--- src/rtl/ps2_pkg.sv ---
// Shared types and constants for the PS/2 host transmitter and its receiver counterpart.
package ps2_pkg;

    typedef enum logic [2:0] {
        IDLE,
        INHIBIT,
        RTS,
        WAIT_CLK,
        SEND,
        ACK,
        WAIT_IDLE
    } ps2_tx_state_e;

    localparam logic [1:0] ERR_NONE         = 2'b00;
    localparam logic [1:0] ERR_NO_CLK       = 2'b01;
    localparam logic [1:0] ERR_XFER_TIMEOUT = 2'b10;

    localparam logic [7:0] CMD_RESET    = 8'hFF;
    localparam logic [7:0] CMD_ENABLE   = 8'hF4;
    localparam logic [7:0] CMD_DEFAULTS = 8'hF6;
    localparam logic [7:0] RESP_ACK     = 8'hFA;

    localparam int unsigned FRAME_W = 10;

    // Outbound frame, shifted out LSB first: data, odd parity, stop.
    function automatic logic [FRAME_W-1:0] build_frame(input logic [7:0] data);
        return {1'b1, ~^data, data};
    endfunction

endpackage

--- src/rtl/ps2_line_sync.sv ---
// Two-flop synchronizer for one PS/2 line with a registered falling-edge pulse.
module ps2_line_sync (
    input  logic clock_100Mhz,
    input  logic reset,
    input  logic line_in,
    output logic level,
    output logic fe
);

    logic meta;
    logic sync;
    logic prev;

    // Flops reset to 1 so an idle bus never looks like an edge.
    always_ff @(posedge clock_100Mhz) begin
        if (!reset) begin
            meta <= 1'b1;
            sync <= 1'b1;
            prev <= 1'b1;
            fe   <= 1'b0;
        end else begin
            meta <= line_in;
            sync <= meta;
            prev <= sync;
            fe   <= prev & ~sync;
        end
    end

    assign level = sync;

endmodule

--- src/rtl/ps2_host_tx.sv ---
// Host-to-device PS/2 command transmitter: inhibit, request-to-send, clocked-out frame, ACK check.
module ps2_host_tx
    import ps2_pkg::*;
#(
    parameter int unsigned INHIBIT_CYCLES = 10_000,
    parameter int unsigned START_TIMEOUT  = 1_500_000,
    parameter int unsigned XFER_TIMEOUT   = 200_000
) (
    input  logic       clock_100Mhz,
    input  logic       reset,
    input  logic       tx_valid,
    input  logic [7:0] tx_data,
    output logic       tx_ready,
    input  logic       ps2_clk_in,
    input  logic       ps2_data_in,
    output logic       ps2_clk_oe,
    output logic       ps2_data_oe,
    output logic       busy,
    output logic       done,
    output logic       ack_ok,
    output logic       err,
    output logic [1:0] err_code
);

    localparam int unsigned MAX_TO  = (START_TIMEOUT > XFER_TIMEOUT) ? START_TIMEOUT : XFER_TIMEOUT;
    localparam int unsigned CNT_MAX = (MAX_TO > INHIBIT_CYCLES) ? MAX_TO : INHIBIT_CYCLES;
    localparam int unsigned CNT_W   = $clog2(CNT_MAX + 1);

    localparam logic [CNT_W-1:0] INH_LAST   = CNT_W'(INHIBIT_CYCLES - 1);
    localparam logic [CNT_W-1:0] START_LAST = CNT_W'(START_TIMEOUT - 1);
    localparam logic [CNT_W-1:0] XFER_LAST  = CNT_W'(XFER_TIMEOUT - 1);
    localparam logic [3:0]       LAST_SEND  = 4'd9;

    ps2_tx_state_e        state, state_n;
    logic [CNT_W-1:0]     cnt, cnt_n;
    logic [3:0]           edge_cnt, edge_n;
    logic [FRAME_W-1:0]   shift, shift_n;
    logic                 clk_oe_n, data_oe_n, done_n, err_n, ack_n;
    logic [1:0]           code_n;
    logic                 present, abort;
    logic [1:0]           abort_code;

    logic clk_level, clk_fe, data_level, data_fe_unused;

    ps2_line_sync u_clk_sync (
        .clock_100Mhz (clock_100Mhz),
        .reset        (reset),
        .line_in      (ps2_clk_in),
        .level        (clk_level),
        .fe           (clk_fe)
    );

    ps2_line_sync u_data_sync (
        .clock_100Mhz (clock_100Mhz),
        .reset        (reset),
        .line_in      (ps2_data_in),
        .level        (data_level),
        .fe           (data_fe_unused)
    );

    always_ff @(posedge clock_100Mhz) begin
        if (!reset) begin
            state       <= IDLE;
            cnt         <= '0;
            edge_cnt    <= '0;
            shift       <= '0;
            ps2_clk_oe  <= 1'b0;
            ps2_data_oe <= 1'b0;
            tx_ready    <= 1'b1;
            busy        <= 1'b0;
            done        <= 1'b0;
            ack_ok      <= 1'b0;
            err         <= 1'b0;
            err_code    <= ERR_NONE;
        end else begin
            state       <= state_n;
            cnt         <= cnt_n;
            edge_cnt    <= edge_n;
            shift       <= shift_n;
            ps2_clk_oe  <= clk_oe_n;
            ps2_data_oe <= data_oe_n;
            tx_ready    <= (state_n == IDLE);
            busy        <= (state_n != IDLE);
            done        <= done_n;
            ack_ok      <= ack_n;
            err         <= err_n;
            err_code    <= code_n;
        end
    end

    // Timeouts are tested before edges so an expiring counter always wins.
    always_comb begin
        state_n    = state;
        cnt_n      = cnt;
        edge_n     = edge_cnt;
        shift_n    = shift;
        clk_oe_n   = 1'b0;
        data_oe_n  = 1'b0;
        done_n     = 1'b0;
        err_n      = 1'b0;
        ack_n      = ack_ok;
        code_n     = err_code;
        present    = 1'b0;
        abort      = 1'b0;
        abort_code = ERR_NONE;

        case (state)
            IDLE: begin
                if (tx_valid && tx_ready) begin
                    state_n = INHIBIT;
                    shift_n = build_frame(tx_data);
                    cnt_n   = '0;
                    edge_n  = '0;
                    ack_n   = 1'b0;
                end
            end
            INHIBIT: begin
                if (cnt == INH_LAST) begin
                    state_n = RTS;
                    cnt_n   = '0;
                end else begin
                    cnt_n = cnt + CNT_W'(1);
                end
            end
            RTS: begin
                state_n = WAIT_CLK;
                cnt_n   = '0;
            end
            WAIT_CLK: begin
                if (cnt == START_LAST) begin
                    abort      = 1'b1;
                    abort_code = ERR_NO_CLK;
                end else if (clk_fe) begin
                    state_n = SEND;
                    present = 1'b1;
                    edge_n  = 4'd1;
                    cnt_n   = CNT_W'(1);
                end else begin
                    cnt_n = cnt + CNT_W'(1);
                end
            end
            SEND: begin
                if (cnt == XFER_LAST) begin
                    abort      = 1'b1;
                    abort_code = ERR_XFER_TIMEOUT;
                end else begin
                    cnt_n = cnt + CNT_W'(1);
                    if (clk_fe) begin
                        present = 1'b1;
                        edge_n  = edge_cnt + 4'd1;
                        if (edge_cnt == LAST_SEND) begin
                            state_n = ACK;
                        end
                    end
                end
            end
            ACK: begin
                if (cnt == XFER_LAST) begin
                    abort      = 1'b1;
                    abort_code = ERR_XFER_TIMEOUT;
                end else begin
                    cnt_n = cnt + CNT_W'(1);
                    if (clk_fe) begin
                        ack_n   = ~data_level;
                        state_n = WAIT_IDLE;
                    end
                end
            end
            WAIT_IDLE: begin
                if (cnt == XFER_LAST) begin
                    abort      = 1'b1;
                    abort_code = ERR_XFER_TIMEOUT;
                end else if (clk_level && data_level) begin
                    done_n  = 1'b1;
                    state_n = IDLE;
                end else begin
                    cnt_n = cnt + CNT_W'(1);
                end
            end
            default: state_n = IDLE;
        endcase

        if (abort) begin
            state_n = IDLE;
            err_n   = 1'b1;
            code_n  = abort_code;
            shift_n = '0;
            present = 1'b0;
        end

        if (present) begin
            shift_n = shift >> 1;
        end

        // Line drive follows the state being entered so the pins change with it.
        case (state_n)
            INHIBIT: clk_oe_n = 1'b1;
            RTS: begin
                clk_oe_n  = 1'b1;
                data_oe_n = 1'b1;
            end
            WAIT_CLK: data_oe_n = 1'b1;
            SEND, ACK: data_oe_n = present ? ~shift[0] : ps2_data_oe;
            default: ;
        endcase
    end

endmodule

--- config.mk ---
export PLATFORM = sky130hd
export DESIGN_NAME = ps2_host_tx
export DESIGN_NICKNAME = d
export VERILOG_FILES = /design/src/rtl/ps2_pkg.sv /design/src/rtl/ps2_line_sync.sv /design/src/rtl/ps2_host_tx.sv
export SDC_FILE = /design/constraint.sdc
export NUM_CORES = 1
export LEC_CHECK = 0
export ABC_CLOCK_PERIOD_IN_PS = 2100
export CORE_MARGIN = 2
export CORE_UTILIZATION = 58
export CTS_CLUSTER_DIAMETER = 200
export CTS_CLUSTER_SIZE = 16
export DETAILED_ROUTE_END_ITERATION = 10
export PLACE_DENSITY = 0.79
export SYNTH_ARGS = -nofsm -noshare
export SYNTH_HDL_FRONTEND = slang
export SYNTH_SLANG_ARGS = --single-unit
--- constraint.sdc ---
create_clock -name clock_100Mhz -period 2.1 [get_ports clock_100Mhz]
set_clock_uncertainty 0.05 [all_clocks]
set_input_delay 0.315 -clock clock_100Mhz [delete_from_list [all_inputs] [get_ports clock_100Mhz]]
set_output_delay 0.315 -clock clock_100Mhz [all_outputs]
set_load 0.02 [all_outputs]
==> run_results.csv, run 1 <==
group,metric,value,unit
run,cap_viol_max_count,0,
cts,clockBufferDepth,2,
route,wl_per_cell,16.0,microns
route,vias,2894,
placement,port_buffers,21,
timing,fin_ws,-0.0582,ns
critical_path,required,2.25,ns
route,drtIter0Drc,248,
yosys,synthCells,360,
power_and_ir_drop,leakage,1.32,nW
route,routed_wl,7.63,mm
timing,clock.fmax,0.463,GHz
route,drtPass1Iterations,4,
die,die_area,0.00570,sq mm
cts,clock_latency,0.31,ns
yosys,synth_seq_cells,53,
yosys,yosysWarnings,0,
critical_path,rrSetupSlack,-0.06,ns
hold_path,hold_depth,1,
cts,h-tree-depth,2,
cts,cts-root-buf,"clkbuf_8",
yosys,synth.net_count,376,
placement,pre_cts_ws,0.0169,ns
yosys,synth_flop_cell,"dfxtp_1",
route,drc_errors,0,
cts,clkTransAtPathRegs,0.10,ns
die,core_area,0.00501,sq mm
global_routing,grt_pass1_vias,2615,
yosys,synth_edf_count,0,
critical_path,path_class,"reg -> reg",
placement,place.gp.congestion,0.908,
layout,nFillCells,401,
yosys,synthArstFlopShare,0,%
layout,num_antenna_cells,0,
cts,cts-buffers-inserted,5,
yosys,synth_common_cells,"dfxtp_1 (53), nand2_1 (48), a21oi_1 (35)",
die,die_width,75.5,microns
cts,clock_sinks,53,
layout,multiInputGateArea,0.00190,sq mm
die,rows,26,
die,initial_core_util,59.2,%
critical_path,cp_max_fo,7,
critical_path,rr_endpoint,"ps2_data_oe$_SDFFE_PN0P_",
layout,final_nets,422,
timing,maxSlewViolCount,0,
run_status,outcome,"complete, but fails checks",
timing,finalHoldViolations,0,
hold_path,hp-start,"u_clk_sync.meta$_SDFF_PN1_",
global_routing,grt_pass1_wl,12.1,mm
global_routing,grt_overflow_total,0,
timing,rsz0062_at_grt,"true",
yosys,ys_seq_area_share,35.8,%
power_and_ir_drop,p_per_area,673,mW/mm^2
cts,cts_hold_buffers,0,
run_status,violations,"setup timing",
cts,cts_tree,"built",
timing,final-setup-viol-count,5,
yosys,yosys.area.top_type,"dfxtp_1",
yosys,synth_most_common_cell,"dfxtp_1",
global_routing,antenna_found_initial,0,
critical_path,r2r.worst_path.cells,8,
yosys,yosys-top-cells-area,"dfxtp_1 (36%), nand2_1 (6.1%), a21oi_1 (5.9%), mux2i_1 (4.1%), o22ai_1 (3.4%)",
layout,layout-drive-gt1-share,24.3,%
timing,layout_min_cycle_time,2.16,ns
timing,worst_pin_slew,0.440,ns
yosys,synth_top_area_share,35.8,%
critical_path,r2r_start,"cnt[14]$_SDFFE_PN0P_",
critical_path,cp-start-kind,"register",
timing,relSlewSlack,70.7,%
die,io_pins,22,
power_and_ir_drop,ir_worst_vdd,517,uV
timing,fin_crit_sh,103,%
hold_path,hp-class,"reg -> reg",
layout,regArea,0.00108,sq mm
route,antenna_left,0,
yosys,synth_area,0.00296,sq mm
yosys,avgSynthCellArea,8.23,sq um
placement,placed_cells,466,
route,viasPerCell,6.07,
global_routing,grt_use_total,27.1,%
layout,stdcell_count,477,
die,dieHeight,75.5,microns
global_routing,grt_max_degree,32,
layout,syn_to_final_growth,25.8,%
critical_path,endpoint_kind,"register",
placement,dp_hpwl,5.35,mm
hold_path,min_to,"u_clk_sync.level$_SDFF_PN1_",
layout,fin_util,74.5,%
critical_path,arrival,2.30,ns
yosys,synth_cell_types,57,
==> state kept, by name, summed over array words and instances, names as in the netlist <==
register           cells
u_data_sync.level      1
u_data_sync.meta       1
ps2_clk_oe             1
ps2_data_oe            1
busy                   1
edge_cnt               4
u_clk_sync.fe          1
u_clk_sync.level       1
err                    1
done                   1
ack_ok                 1
state                  3
tx_ready               1
u_clk_sync.meta        1
shift                 10
u_clk_sync.prev        1
err_code               2
cnt                   21
==> cells by family (layout without fill, tap and decap cells) <==
logic type	Yosys count	count (layout)	synth area share (%)
and+or+nand+nor	165	165	31.7
AOI/OAI and AO/OA	89	89	20.3
DFF	53	53	35.8
muxes	12	12	4.05
adders and majority gates	3	3	1.27
xor gates and xnor gates	7	7	2.07
buffers and inverters	31	78	4.85
==> power breakdown <==
part | total [mW] | switching, mW | leakage [nW] | internal [mW]
sequential | 1.12 | 0.0552 | 0.436 | 1.07
clock | 0.626 | 0.375 | 0.0506 | 0.250
combinational | 0.762 | 0.398 | 0.837 | 0.364
==> worst max-delay path by stage <==
stage,from,endpoint,slack [ns],cells past startpoint
final,cnt[14]$_SDFFE_PN0P_,ps2_data_oe$_SDFFE_PN0P_,-0.06,8
after global routing,cnt[14]$_SDFFE_PN0P_,ps2_data_oe$_SDFFE_PN0P_,-0.12,8
after CTS,cnt[1]$_SDFFE_PN0P_,ps2_data_oe$_SDFFE_PN0P_,-0.0006,7
after detailed placement,cnt[12]$_SDFFE_PN0P_,ps2_clk_oe$_SDFF_PN0_,0.02,7
after global placement,cnt[12]$_SDFFE_PN0P_,ps2_clk_oe$_SDFF_PN0_,0.05,7
after floorplan,cnt[6]$_SDFFE_PN0P_,ps2_data_oe$_SDFFE_PN0P_,0.19,6
==> cell usage in the layout (no fill, tap or decap), types with 3 or more instances in the layout <==
cell             Yosys  final
or2_2                4      4
a21oi_2              0      4
nor3_2               3      3
nor2_1              23     23
mux2i_1             12     12
nor3_4               1      3
inv_1               11     11
dfxtp_2              0      9
and3_1               6      5
a2bb2oi_1            9      9
nand3_1             15     14
nand2_1             48     47
o22ai_1             16     16
clkbuf_8             0      5
clkdlybuf4s50_1      0     21
nand4_1              8      8
nor3_1               5      3
nand4b_1             7      7
dfxtp_1             53     43
o21ai_0              6      6
a31oi_1              4      4
a21oi_1             35     31
xnor2_1              7      7
nand2b_1             8      6
buf_4                2     35
or3_1               16     16
==> stage by stage <==
stage | instance area [sq um] | TNS, ns | hold slack, ns | total power, mW
floorplan | 2960 | 0 | 0.336 | 1.60
global route | 3730 | -1.29 | 0.389 | 2.62
CTS | 3570 | -0.000555 | 0.371 | 2.47
finish | 3730 | -0.135 | 0.369 | 2.51
global placement | 3450 | 0 | 0.344 | 1.82
detailed placement | 3450 | 0 | 0.346 | 1.83
==> critical path: stages, from the launching register on <==
cell	delay [ns]
dfxtp_1	0.41
buf_4	0.18
nand4b_1	0.09
nor3_1	0.30
buf_4	0.22
nand4_1	0.11
a32oi_2	0.40
nand3b_1	0.19
o32ai_2	0.07
==> layout make-up <==
class                      count  area share (%)
tap                           70            2.35
timing repair buffer          59            14.1
multi-input combinational    276            51.0
clock buffer                   5            1.85
sequential                    53            28.8
inverter                      11            1.11
clock inverter                 3           0.772
==> repair_timing <==
action,CTS,global route
setup buffers,1,2
resized for setup,4,33
endpoints found under the setup margin,3,40
endpoints found under the hold margin,0,0
pin swaps,3,9
==> layer usage <==
| layer | vias to the layer above | global-route usage, % | part of all wire, % |
|---|---|---|---|
| met3 | 14 | 3.97 | 5.8 |
| met2 | 90 | 44.1 | 47 |
| met5 | - | 0 | 0 |
| met1 | 1378 | 38.2 | 46 |
| li1 | 1412 | - | - |
| met4 | 0 | 6.43 | 1.5 |
(Power assumes the default switching activity.)
==> run 2, diff against run 1 <==
--- a/config.mk
+++ b/config.mk
@@ -5,13 +5,14 @@
 export SDC_FILE = /design/constraint.sdc
 export NUM_CORES = 1
 export LEC_CHECK = 0
+export ABC_AREA = 1
 export ABC_CLOCK_PERIOD_IN_PS = 2100
 export CORE_MARGIN = 2
-export CORE_UTILIZATION = 58
+export CORE_UTILIZATION = 60
 export CTS_CLUSTER_DIAMETER = 200
 export CTS_CLUSTER_SIZE = 16
 export DETAILED_ROUTE_END_ITERATION = 10
-export PLACE_DENSITY = 0.79
+export PLACE_DENSITY = 0.81
 export SYNTH_ARGS = -nofsm -noshare
 export SYNTH_HDL_FRONTEND = slang
 export SYNTH_SLANG_ARGS = --single-unit
==> run_results.csv, run 2 <==
group,metric,value,unit
critical_path,arrival,2.20,ns
die,die_area,0.00644,sq mm
cts,clock_sinks,53,
critical_path,rr_endpoint,"cnt[2]$_SDFFE_PN0P_",
route,drtIter0Drc,436,
yosys,yosys-top-cells-area,"dfxtp_1 (30%), nand2_1 (15%), nand3_1 (9.0%), nor2_1 (8.9%), inv_1 (5.6%)",
placement,pre_cts_ws,0.0871,ns
yosys,synthArstFlopShare,0,%
critical_path,required,2.29,ns
timing,relSlewSlack,65.5,%
timing,worst_pin_slew,0.513,ns
critical_path,critPathMaxStageDelay,0.39,ns
timing,fin_ws,0.0921,ns
yosys,synth_area,0.00349,sq mm
cts,cts-buffers-inserted,5,
timing,layout_min_cycle_time,2.01,ns
yosys,synth_edf_count,0,
route,vias,3774,
power_and_ir_drop,leakage,1.69,nW
layout,final_nets,619,
global_routing,grt_use_total,32.2,%
cts,clkTransAtPathRegs,0.10,ns
timing,final-setup-viol-count,0,
cts,cts_tree,"built",
yosys,synthCells,557,
die,die_width,80.3,microns
timing,maxSlewViolCount,0,
hold_path,hp-class,"reg -> reg",
route,antenna_left,0,
timing,clock.fmax,0.498,GHz
yosys,synthSimpleGateAreaFrac,45.4,%
placement,place.gp.congestion,0.964,
yosys,synth_seq_cells,53,
global_routing,grt_overflow_total,0,
hold_path,min_to,"u_data_sync.level$_SDFF_PN1_",
die,core_area,0.00557,sq mm
yosys,synth_fa_ha_area_share,1.08,%
layout,regMostFlops,"cnt",
critical_path,critPathMostFrequentCell,"nand3_4",
power_and_ir_drop,p_per_area,477,mW/mm^2
global_routing,grt_max_degree,22,
run_status,outcome,"completed",
layout,final_area,0.00408,sq mm
layout,nFillCells,480,
die,dieHeight,80.3,microns
run,cap_viol_max_count,0,
cts,h-tree-depth,2,
hold_path,hp-start,"u_data_sync.meta$_SDFF_PN1_",
placement,port_buffers,21,
yosys,yosys.area.top_type,"dfxtp_1",
critical_path,endpoint_kind,"register",
critical_path,path_class,"reg -> reg",
yosys,synth.net_count,573,
global_routing,antenna_found_initial,0,
route,drtPass1Iterations,6,
global_routing,grt_pass1_vias,3725,
die,initial_core_util,62.6,%
layout,top_regs,"cnt x21, shift x10, edge_cnt x4",
timing,fin_crit_sh,95.6,%
layout,num_antenna_cells,0,
route,routed_wl,9.80,mm
critical_path,r2r_start,"cnt[1]$_SDFFE_PN0P_",
route,wl_per_cell,14.5,microns
yosys,synth_cell_types,38,
placement,dp_hpwl,7.47,mm
yosys,synth_flop_cell,"dfxtp_1",
layout,layout_commonest_cell,"nand2_1",
layout,syn_to_final_growth,16.9,%
critical_path,r2r.worst_path.cells,10,
yosys,avgSynthCellArea,6.26,sq um
die,io_pins,22,
critical_path,critPathSlowestCell,"dfxtp_1",
yosys,synth_xor_area_share,3.01,%
yosys,synth_common_cells,"nand2_1 (138), nor2_1 (83), nand3_1 (63)",
die,rows,27,
timing,finalHoldViolations,0,
critical_path,cp_max_fo,21,
route,viasPerCell,5.58,
global_routing,grt_pass1_wl,16.3,mm
yosys,synth_most_common_cell,"nand2_1",
placement,place_area,0.00394,sq mm
cts,clock_latency,0.31,ns
yosys,synth_compound_area_share,10.7,%
layout,mostFrequentLayoutCells,"nand2_1 (137), nor2_1 (80), nand3_1 (63), inv_1 (51), dfxtp_1 (51)",
critical_path,rrSetupSlack,0.09,ns
hold_path,hold_depth,1,
critical_path,crit_chain,"ha_2 > nand3_4 > nor2_4 > nand3_4 > a21oi_4 > inv_2 > nand3_2 > buf_12 > nand2_1 > a21oi_1",
yosys,synth_top_family_by_area,"simple AND/OR/NAND/NOR gates",
critical_path,cp-start-kind,"register",
yosys,yosysWarnings,0,
yosys,synthMuxAreaShare,0,%
cts,clockBufferDepth,2,
layout,layout-drive-gt1-share,15.9,%
route,drc_errors,0,
timing,rsz0062_at_grt,"true",
cts,cts_hold_buffers,0,
cts,cts-root-buf,"clkbuf_8",
yosys,ys_seq_area_share,30.4,%
power_and_ir_drop,ir_worst_vdd,375,uV
layout,largest_reg_flops,21,
yosys,synth_top_area_share,30.4,%
## run 2: where the power goes
part           leakage, nW  switching (mW)  internal [mW]  total [mW]
Clock               0.0445           0.362          0.238       0.600
Sequential           0.433          0.0225           1.04        1.06
Combinational         1.21           0.164          0.118       0.281
Total                 1.69           0.548           1.40        1.95
## run 2: final cells by class
class	count	area, sq um	area share [%]
Multi-Input combinational cell	427	2120	52.0
Sequential cell	53	1060	26.1
Timing Repair Buffer	57	493	12.1
Inverter	59	221	5.43
Tap cell	72	90.1	2.21
Clock buffer	5	68.8	1.69
Clock inverter	3	21.3	0.521
## run 2: how the worst max path moves through the flow
stage | start | to | cells past startpoint
2_1_floorplan | cnt[0]$_SDFFE_PN0P_ | shift[7]$_SDFFE_PN0P_ | 11
3_3_place_gp | tx_valid | cnt[20]$_SDFFE_PN0P_ | 12
3_5_place_dp | cnt[1]$_SDFFE_PN0P_ | cnt[16]$_SDFFE_PN0P_ | 13
4_1_cts | cnt[1]$_SDFFE_PN0P_ | cnt[16]$_SDFFE_PN0P_ | 13
5_1_grt | cnt[1]$_SDFFE_PN0P_ | cnt[6]$_SDFFE_PN0P_ | 9
6_report | cnt[1]$_SDFFE_PN0P_ | cnt[2]$_SDFFE_PN0P_ | 10
## run 2: layer usage
layer | part of all wire, % | track usage, % | wire (microns)
met1 | 40 | 35.9 | 3920
met2 | 50 | 59.1 | 4910
met3 | 6.9 | 6.85 | 677
met4 | 3.0 | 12.7 | 299
met5 | 0 | 0 | 0
## run 2: cell families after synthesis
logic type | Yosys count
flops | 53
fa+ha+maj | 3
simple gates | 347
xor+xnor | 12
buf+inv | 77
compound gates | 65
## run 2: per-stage QoR
| stage | total power, mW | util, % | hold WS, ns | setup TNS (ns) | std cells |
|---|---|---|---|---|---|
| floorplan | 1.26 | - | 0.342 | 0 | 557 |
| global placement | 1.35 | 70.7 | 0.347 | 0 | 665 |
| detailed placement | 1.36 | 70.7 | 0.351 | 0 | 665 |
| CTS | 1.94 | 72.3 | 0.376 | 0 | 673 |
| global route | 2.02 | 73.2 | 0.391 | -0.770 | 676 |
| finish | 1.95 | 73.2 | 0.374 | 0 | 676 |
## run 2: repair_timing
action / CTS / global route
setup endpoints to repair: 0 / 24
setup buffers: 0 / 3
resized for setup: 0 / 11
## run 2: critical path: cells and delay by family (launching register included)
| family | cells | cell delay, ns |
|---|---|---|
| compound gates | 2 | 0.37 |
| fa+ha+maj | 1 | 0.26 |
| buf+inv | 2 | 0.22 |
| flops | 1 | 0.39 |
| simple gates | 5 | 0.62 |
